**src/rtl/gshare_pkg.sv**
```systemverilog
// gshare_pkg: definitions shared by the branch predictor files.
//   - Default values for the predictor geometry parameters.
//   - pc_select_e: encoding of the PC mux select driven by the predictor.
package gshare_pkg;

    localparam int DEF_PHT_BITS = 4;  // PHT index width (2^PHT_BITS counters)
    localparam int DEF_CTR_BITS = 2;  // saturating counter width
    localparam int DEF_GHR_BITS = 4;  // global history length
    localparam int DEF_MODE     = 1;  // 0 = bimodal, 1 = gshare

    typedef enum logic [1:0] {
        PCSEL_SEQ    = 2'd0,  // IF PC + 4
        PCSEL_ID_TGT = 2'd1,  // predicted-taken target from ID
        PCSEL_EX_SEQ = 2'd2,  // recovery: EX PC + 4
        PCSEL_EX_TGT = 2'd3   // recovery: EX branch target
    } pc_select_e;

endpackage

```
**src/rtl/gshare_predictor_sat_counter.sv**
```systemverilog
// sat_counter: combinational next-value logic for one saturating counter.
//   value      in   WIDTH  current counter value
//   up         in   1      1 = increment, 0 = decrement
//   next_value out  WIDTH  updated value, clamped to [0, 2^WIDTH-1]
module sat_counter #(
    parameter int WIDTH = 2
) (
    input  logic [WIDTH-1:0] value,
    input  logic             up,
    output logic [WIDTH-1:0] next_value
);

    always_comb begin
        next_value = value;
        if (up) begin
            if (value != '1) next_value = value + WIDTH'(1);
        end else begin
            if (value != '0) next_value = value - WIDTH'(1);
        end
    end

endmodule

```
**src/rtl/gshare_predictor.sv**
```systemverilog
// gshare_predictor: bimodal / gshare direction predictor with pipeline
// redirect control and resolved-branch statistics.
//   clk_i, rst_i      clock and synchronous active-high reset
//   ID_Branch_i       a branch is in ID
//   ID_pc_i           PC of the ID instruction
//   stall_i           IF/ID hazard stall (gates only the ID redirect)
//   EX_Branch_i       a branch is resolving in EX
//   EX_realTaken_i    resolved direction
//   EX_predTaken_i    prediction carried down the pipe with the branch
//   EX_index_i        PHT index carried down the pipe with the branch
//   ID_predTaken_o    prediction for the ID branch
//   ID_index_o        PHT index used for the ID lookup
//   flush_IF_ID_o     flush the IF/ID register
//   flush_ID_EX_o     flush the ID/EX register
//   pc_select_o       PC mux select (pc_select_e)
//   branch_cnt_o      resolved branches (saturating, registered)
//   mispred_cnt_o     mispredictions (saturating, registered)
module gshare_predictor
    import gshare_pkg::*;
#(
    parameter int PHT_BITS = DEF_PHT_BITS,
    parameter int CTR_BITS = DEF_CTR_BITS,
    parameter int GHR_BITS = DEF_GHR_BITS,
    parameter int MODE     = DEF_MODE
) (
    input  logic                clk_i,
    input  logic                rst_i,
    input  logic                ID_Branch_i,
    input  logic [31:0]         ID_pc_i,
    input  logic                stall_i,
    input  logic                EX_Branch_i,
    input  logic                EX_realTaken_i,
    input  logic                EX_predTaken_i,
    input  logic [PHT_BITS-1:0] EX_index_i,
    output logic                ID_predTaken_o,
    output logic [PHT_BITS-1:0] ID_index_o,
    output logic                flush_IF_ID_o,
    output logic                flush_ID_EX_o,
    output logic [1:0]          pc_select_o,
    output logic [31:0]         branch_cnt_o,
    output logic [31:0]         mispred_cnt_o
);

    localparam int PHT_ENTRIES = 1 << PHT_BITS;
    // Weakly taken: only the MSB set.
    localparam logic [CTR_BITS-1:0] CTR_INIT = {1'b1, {(CTR_BITS-1){1'b0}}};

    logic [CTR_BITS-1:0] pht [PHT_ENTRIES];
    logic [GHR_BITS-1:0] ghr;
    logic [GHR_BITS-1:0] ghr_next;
    logic [PHT_BITS-1:0] pc_bits;
    logic [PHT_BITS-1:0] id_index;
    logic [CTR_BITS-1:0] ex_ctr_next;
    logic [31:0]         branch_cnt;
    logic [31:0]         mispred_cnt;
    logic                mispredict;
    logic                id_pred;
    pc_select_e          pc_sel;
    logic                unused_pc_bits;

    // Word-aligned PC bits index the table; the rest of the PC is not used.
    assign pc_bits        = ID_pc_i[PHT_BITS+1:2];
    assign unused_pc_bits = ^{ID_pc_i[31:PHT_BITS+2], ID_pc_i[1:0]};

    generate
        if (MODE == 1) begin : g_gshare
            assign id_index = pc_bits ^ PHT_BITS'(ghr);
        end else begin : g_bimodal
            assign id_index = pc_bits;
        end

        if (GHR_BITS == 1) begin : g_ghr_one
            assign ghr_next = EX_realTaken_i;
        end else begin : g_ghr_shift
            assign ghr_next = {ghr[GHR_BITS-2:0], EX_realTaken_i};
        end
    endgenerate

    assign mispredict = EX_Branch_i && (EX_realTaken_i != EX_predTaken_i);

    // Read is of the registered table, so a same-cycle EX write to the
    // same entry is not visible until after the edge.
    assign id_pred = !rst_i && ID_Branch_i && pht[id_index][CTR_BITS-1];

    sat_counter #(
        .WIDTH(CTR_BITS)
    ) u_ctr (
        .value      (pht[EX_index_i]),
        .up         (EX_realTaken_i),
        .next_value (ex_ctr_next)
    );

    // EX recovery outranks the ID redirect; the stall only holds off the
    // ID redirect because the ID instruction is not advancing.
    always_comb begin
        pc_sel        = PCSEL_SEQ;
        flush_IF_ID_o = 1'b0;
        flush_ID_EX_o = 1'b0;
        if (!rst_i) begin
            if (mispredict) begin
                pc_sel        = EX_realTaken_i ? PCSEL_EX_TGT : PCSEL_EX_SEQ;
                flush_IF_ID_o = 1'b1;
                flush_ID_EX_o = 1'b1;
            end else if (id_pred && !stall_i) begin
                pc_sel        = PCSEL_ID_TGT;
                flush_IF_ID_o = 1'b1;
            end
        end
    end

    always_ff @(posedge clk_i) begin
        if (rst_i) begin
            for (int i = 0; i < PHT_ENTRIES; i++) begin
                pht[i] <= CTR_INIT;
            end
            ghr         <= '0;
            branch_cnt  <= '0;
            mispred_cnt <= '0;
        end else begin
            if (EX_Branch_i) begin
                pht[EX_index_i] <= ex_ctr_next;
                ghr             <= ghr_next;
                if (branch_cnt != '1) branch_cnt <= branch_cnt + 32'd1;
            end
            if (mispredict && (mispred_cnt != '1)) begin
                mispred_cnt <= mispred_cnt + 32'd1;
            end
        end
    end

    assign ID_predTaken_o = id_pred;
    assign ID_index_o     = id_index;
    assign pc_select_o    = pc_sel;
    assign branch_cnt_o   = branch_cnt;
    assign mispred_cnt_o  = mispred_cnt;

endmodule

```
**config.mk**
```make
export PLATFORM = sky130hd
export DESIGN_NAME = gshare_predictor
export DESIGN_NICKNAME = d
export VERILOG_FILES = /design/src/rtl/gshare_pkg.sv /design/src/rtl/gshare_predictor_sat_counter.sv /design/src/rtl/gshare_predictor.sv
export SDC_FILE = /design/constraint.sdc
export NUM_CORES = 1
export LEC_CHECK = 0
export CAP_MARGIN = 0
export CORE_ASPECT_RATIO = 1.75
export CORE_MARGIN = 5
export CORE_UTILIZATION = 51
export DETAILED_ROUTE_END_ITERATION = 12
export GPL_TIMING_DRIVEN = 0
export PLACE_DENSITY = 0.91
export SLEW_MARGIN = 20
export SYNTH_ARGS = -nofsm -noshare
export SYNTH_HDL_FRONTEND = slang
export SYNTH_HIERARCHICAL = 1
export SYNTH_SLANG_ARGS = --single-unit
```
**constraint.sdc**
```tcl
create_clock -name clk_i -period 4.47 [get_ports clk_i]
set_clock_uncertainty 0.1 [all_clocks]
set_input_delay 0.6705 -clock clk_i [delete_from_list [all_inputs] [get_ports clk_i]]
set_output_delay 0.6705 -clock clk_i [all_outputs]
set_load 0.05 [all_outputs]
```
==> impl_metrics.json <==
{
  "track_usage_pct": 23.69,
  "cp.required_ns": 3.70,
  "final_cells": 769,
  "synth-main-ff-cell": "dfxtp_1",
  "clock.fmax_mhz": 234.9,
  "status": "finished clean",
  "place_inst": 753,
  "yosysWarnings": 6,
  "critPathLaunchType": "input port",
  "drv_cap": 0,
  "synth-seq-area-share_pct": 44.09,
  "postSynthCellCount": 541,
  "worstSetupPathType": "input port to primary output",
  "clock_sinks": 100,
  "clk_pin_slew_ns": 0.06,
  "cp_max_fo": 5,
  "p_leak_nw": 2.237,
  "vdd_drop_max_v": 0.0002145,
  "gp_congestion": 0.8716,
  "synth_fp_nets": 586,
  "vias": 4744,
  "hp-class": "flip-flop to flip-flop",
  "fin_ws_ns": 0.2130,
  "cts_root_buffer": "clkbuf_16",
  "netlist_area_sq_um": 5268,
  "place_hpwl_microns": 10840,
  "die_height_microns": 144.4,
  "worst_pin_slew_ns": 0.9357,
  "slew_headroom_pct": 37.48,
  "hold_viol": 0,
  "p_total_mw": 1.934,
  "met3_usage_pct": 4.390,
  "layout-drive-gt1-share_pct": 10.75,
  "synthMuxAreaShare_pct": 7.553,
  "final_core_util_pct": 64.99,
  "grt_pass1_wl_microns": 23400,
  "drt_iter0_drc": 365,
  "n_antenna_cell": 0,
  "synth_edf_count": 32,
  "num_io_pins": 116,
  "fin_setup_tns_ns": 0,
  "final_cell_area_sq_um": 6614,
  "cts_made_buffers": 9,
  "routed_via_density": 6.169,
  "firstDrtPassIters": 5,
  "setup_violations": 0,
  "antenna_found_initial": 0,
  "ys_top_cells_by_area": "dfxtp_1, edfxtp_1, mux4_2, nor2_1, xnor2_1",
  "fin_nets": 682,
  "holdWs_ns": 0.4077,
  "worst_setup_path_end_kind": "primary output",
  "met2_usage_pct": 44.13,
  "place_ws_ns": -0.05133,
  "synthXorXnorAreaFrac_pct": 8.124,
  "synth_top_area_share_pct": 25.84,
  "period_share_pct": 95.24,
  "cts_setup_buffers": 0,
  "grt_pass1_vias": 4847,
  "die_area_sq_um": 12540,
  "synth_seq_cells": 100,
  "post_drt_wl_per_cell_microns": 18.89,
  "slew_violations": 0,
  "min_period_ns": 4.257,
  "yosysUniqueCellTypes": 58,
  "powerDensity_nw_per_um2": 292.4,
  "busiest_layer": "met2",
  "crit_arrival_ns": 3.49,
  "met1_usage_pct": 25.08,
  "synth_area_leader_cell": "dfxtp_1",
  "synth_compound_area_share_pct": 8.147,
  "placed_cell_area_sq_um": 6277,
  "antenna_left": 0,
  "drt_wl_total_microns": 14530,
  "remaining_drc_errors": 0,
  "coreArea_sq_um": 10180,
  "cts_tree": "built",
  "grt_overflow": 0,
  "start_util_pct": 51.76,
  "io_buffers": 85,
  "area_delta_synth_final_pct": 25.56,
  "fp.dieW_microns": 86.83,
  "rsz0062_at_grt": "no",
  "synthAdderAreaFrac_pct": 0.9026,
  "grt_start_max_net_pins": 17,
  "synthArstFlopShare_pct": 0,
  "syn_area_per_cell_sq_um": 9.737,
  "synth-simple-area-share_pct": 27.98,
  "rows": 49,
  "cts_buffer_depth": 2,
  "htree_levels": 3,
  "insertion_delay_ns": 0.35,
  "synth_top_family_by_area": "simple AND/OR/NAND/NOR gates"
}
[worst paths after layout]
| check | startpoint | to | slack (ns) | depth (start not counted) |
|---|---|---|---|---|
| setup reg to reg | pht[13][1] | pht[8][1] | 1.73 | 5 |
| hold / removal | mispred_cnt_o[29] | mispred_cnt_o[29] | 0.41 | 2 |
| hold reg to reg | mispred_cnt_o[29] | mispred_cnt_o[29] | 0.41 | 2 |
| setup / recovery | ID_pc_i[2] | ID_predTaken_o | 0.21 | 7 |
[critical path, cell delays in order]
cell and delay, ns:
clkdlybuf4s50_1 0.50, xor2_2 0.43, mux4_2 0.61, nand2_1 0.15, o211ai_1 0.21, and2_1 0.22
clkdlybuf4s50_1 0.70
[cell usage after synthesis, types with 4 or more instances]
master    instances
dfxtp_1          68
xor2_1           23
o211ai_1          6
and4_1           13
or4_1             4
clkbuf_1         21
mux4_2           14
or2_2            16
xnor2_1          24
o21ai_0          21
nor2b_1           4
nand2b_1         15
and3_1           18
nor4_1            9
nand2_1          30
or3_1            12
nand3b_1          4
mux2i_1           6
a21oi_1          17
nand4_1          11
and2_1           13
nand3_1          22
edfxtp_1         32
nor2_1           63
nor3b_1           6
inv_1            13
a31oi_1           7
nor3_1            8
[sequential cells by signal, indices dropped and copies added, names as in the netlist]
register and count:
mispred_cnt_o 32, pht 32, branch_cnt_o 32, ghr 4
[where the power goes]
group          switching [mW]  total, mW  internal (mW)
Combinational           0.113      0.176         0.0634
Clock                   0.327      0.802          0.475
Sequential            0.00942      0.956          0.947
[cell usage in the layout (no fill, tap or decap), types with 12 or more instances in the layout]
cell type and count:
clkbuf_1 22, dfxtp_1 68, xnor2_1 24, o21ai_0 21, inv_1 13, or3_1 12
and3_1 18, or2_2 16, and2_1 13, xor2_1 22, a21oi_1 17, nand2b_1 15
edfxtp_1 32, nor2_1 63, nand2_1 30, clkdlybuf4s50_1 83, nand3_1 22, and4_1 13
mux4_2 14
[metal layers]
| layer | part of all wire [%] | up-vias |
|---|---|---|
| met5 | 0 | - |
| met4 | 3.2 | 0 |
| met3 | 6.6 | 44 |
| met2 | 55 | 235 |
| met1 | 35 | 2309 |
| li1 | - | 2156 |
[cell families after synthesis]
logic type | count (synthesis)
and+or+nand+nor | 260
DFF | 100
AOI/OAI and AO/OA | 66
xor gates and xnor gates | 48
buffers and inverters | 41
muxes | 22
adders and majority gates | 4
[repair_timing]
| action | CTS | global route |
|---|---|---|
| gates resized for setup | 1 | 2 |
| endpoints found under the setup margin | 2 | 2 |
| hold buffers | 0 | 0 |
[layout make-up]
| class | instances | area (sq um) |
|---|---|---|
| Buffer | 28 | 120.1 |
| Clock buffer | 14 | 306.5 |
| Clock inverter | 2 | 11.26 |
| Fill cell | 762 | 3563 |
| Inverter | 13 | 48.80 |
| Multi-Input combinational cell | 400 | 2790 |
| Sequential cell | 100 | 2322 |
| Tap cell | 127 | 158.9 |
| Timing Repair Buffer | 85 | 855.8 |
(Power assumes the default switching activity.)
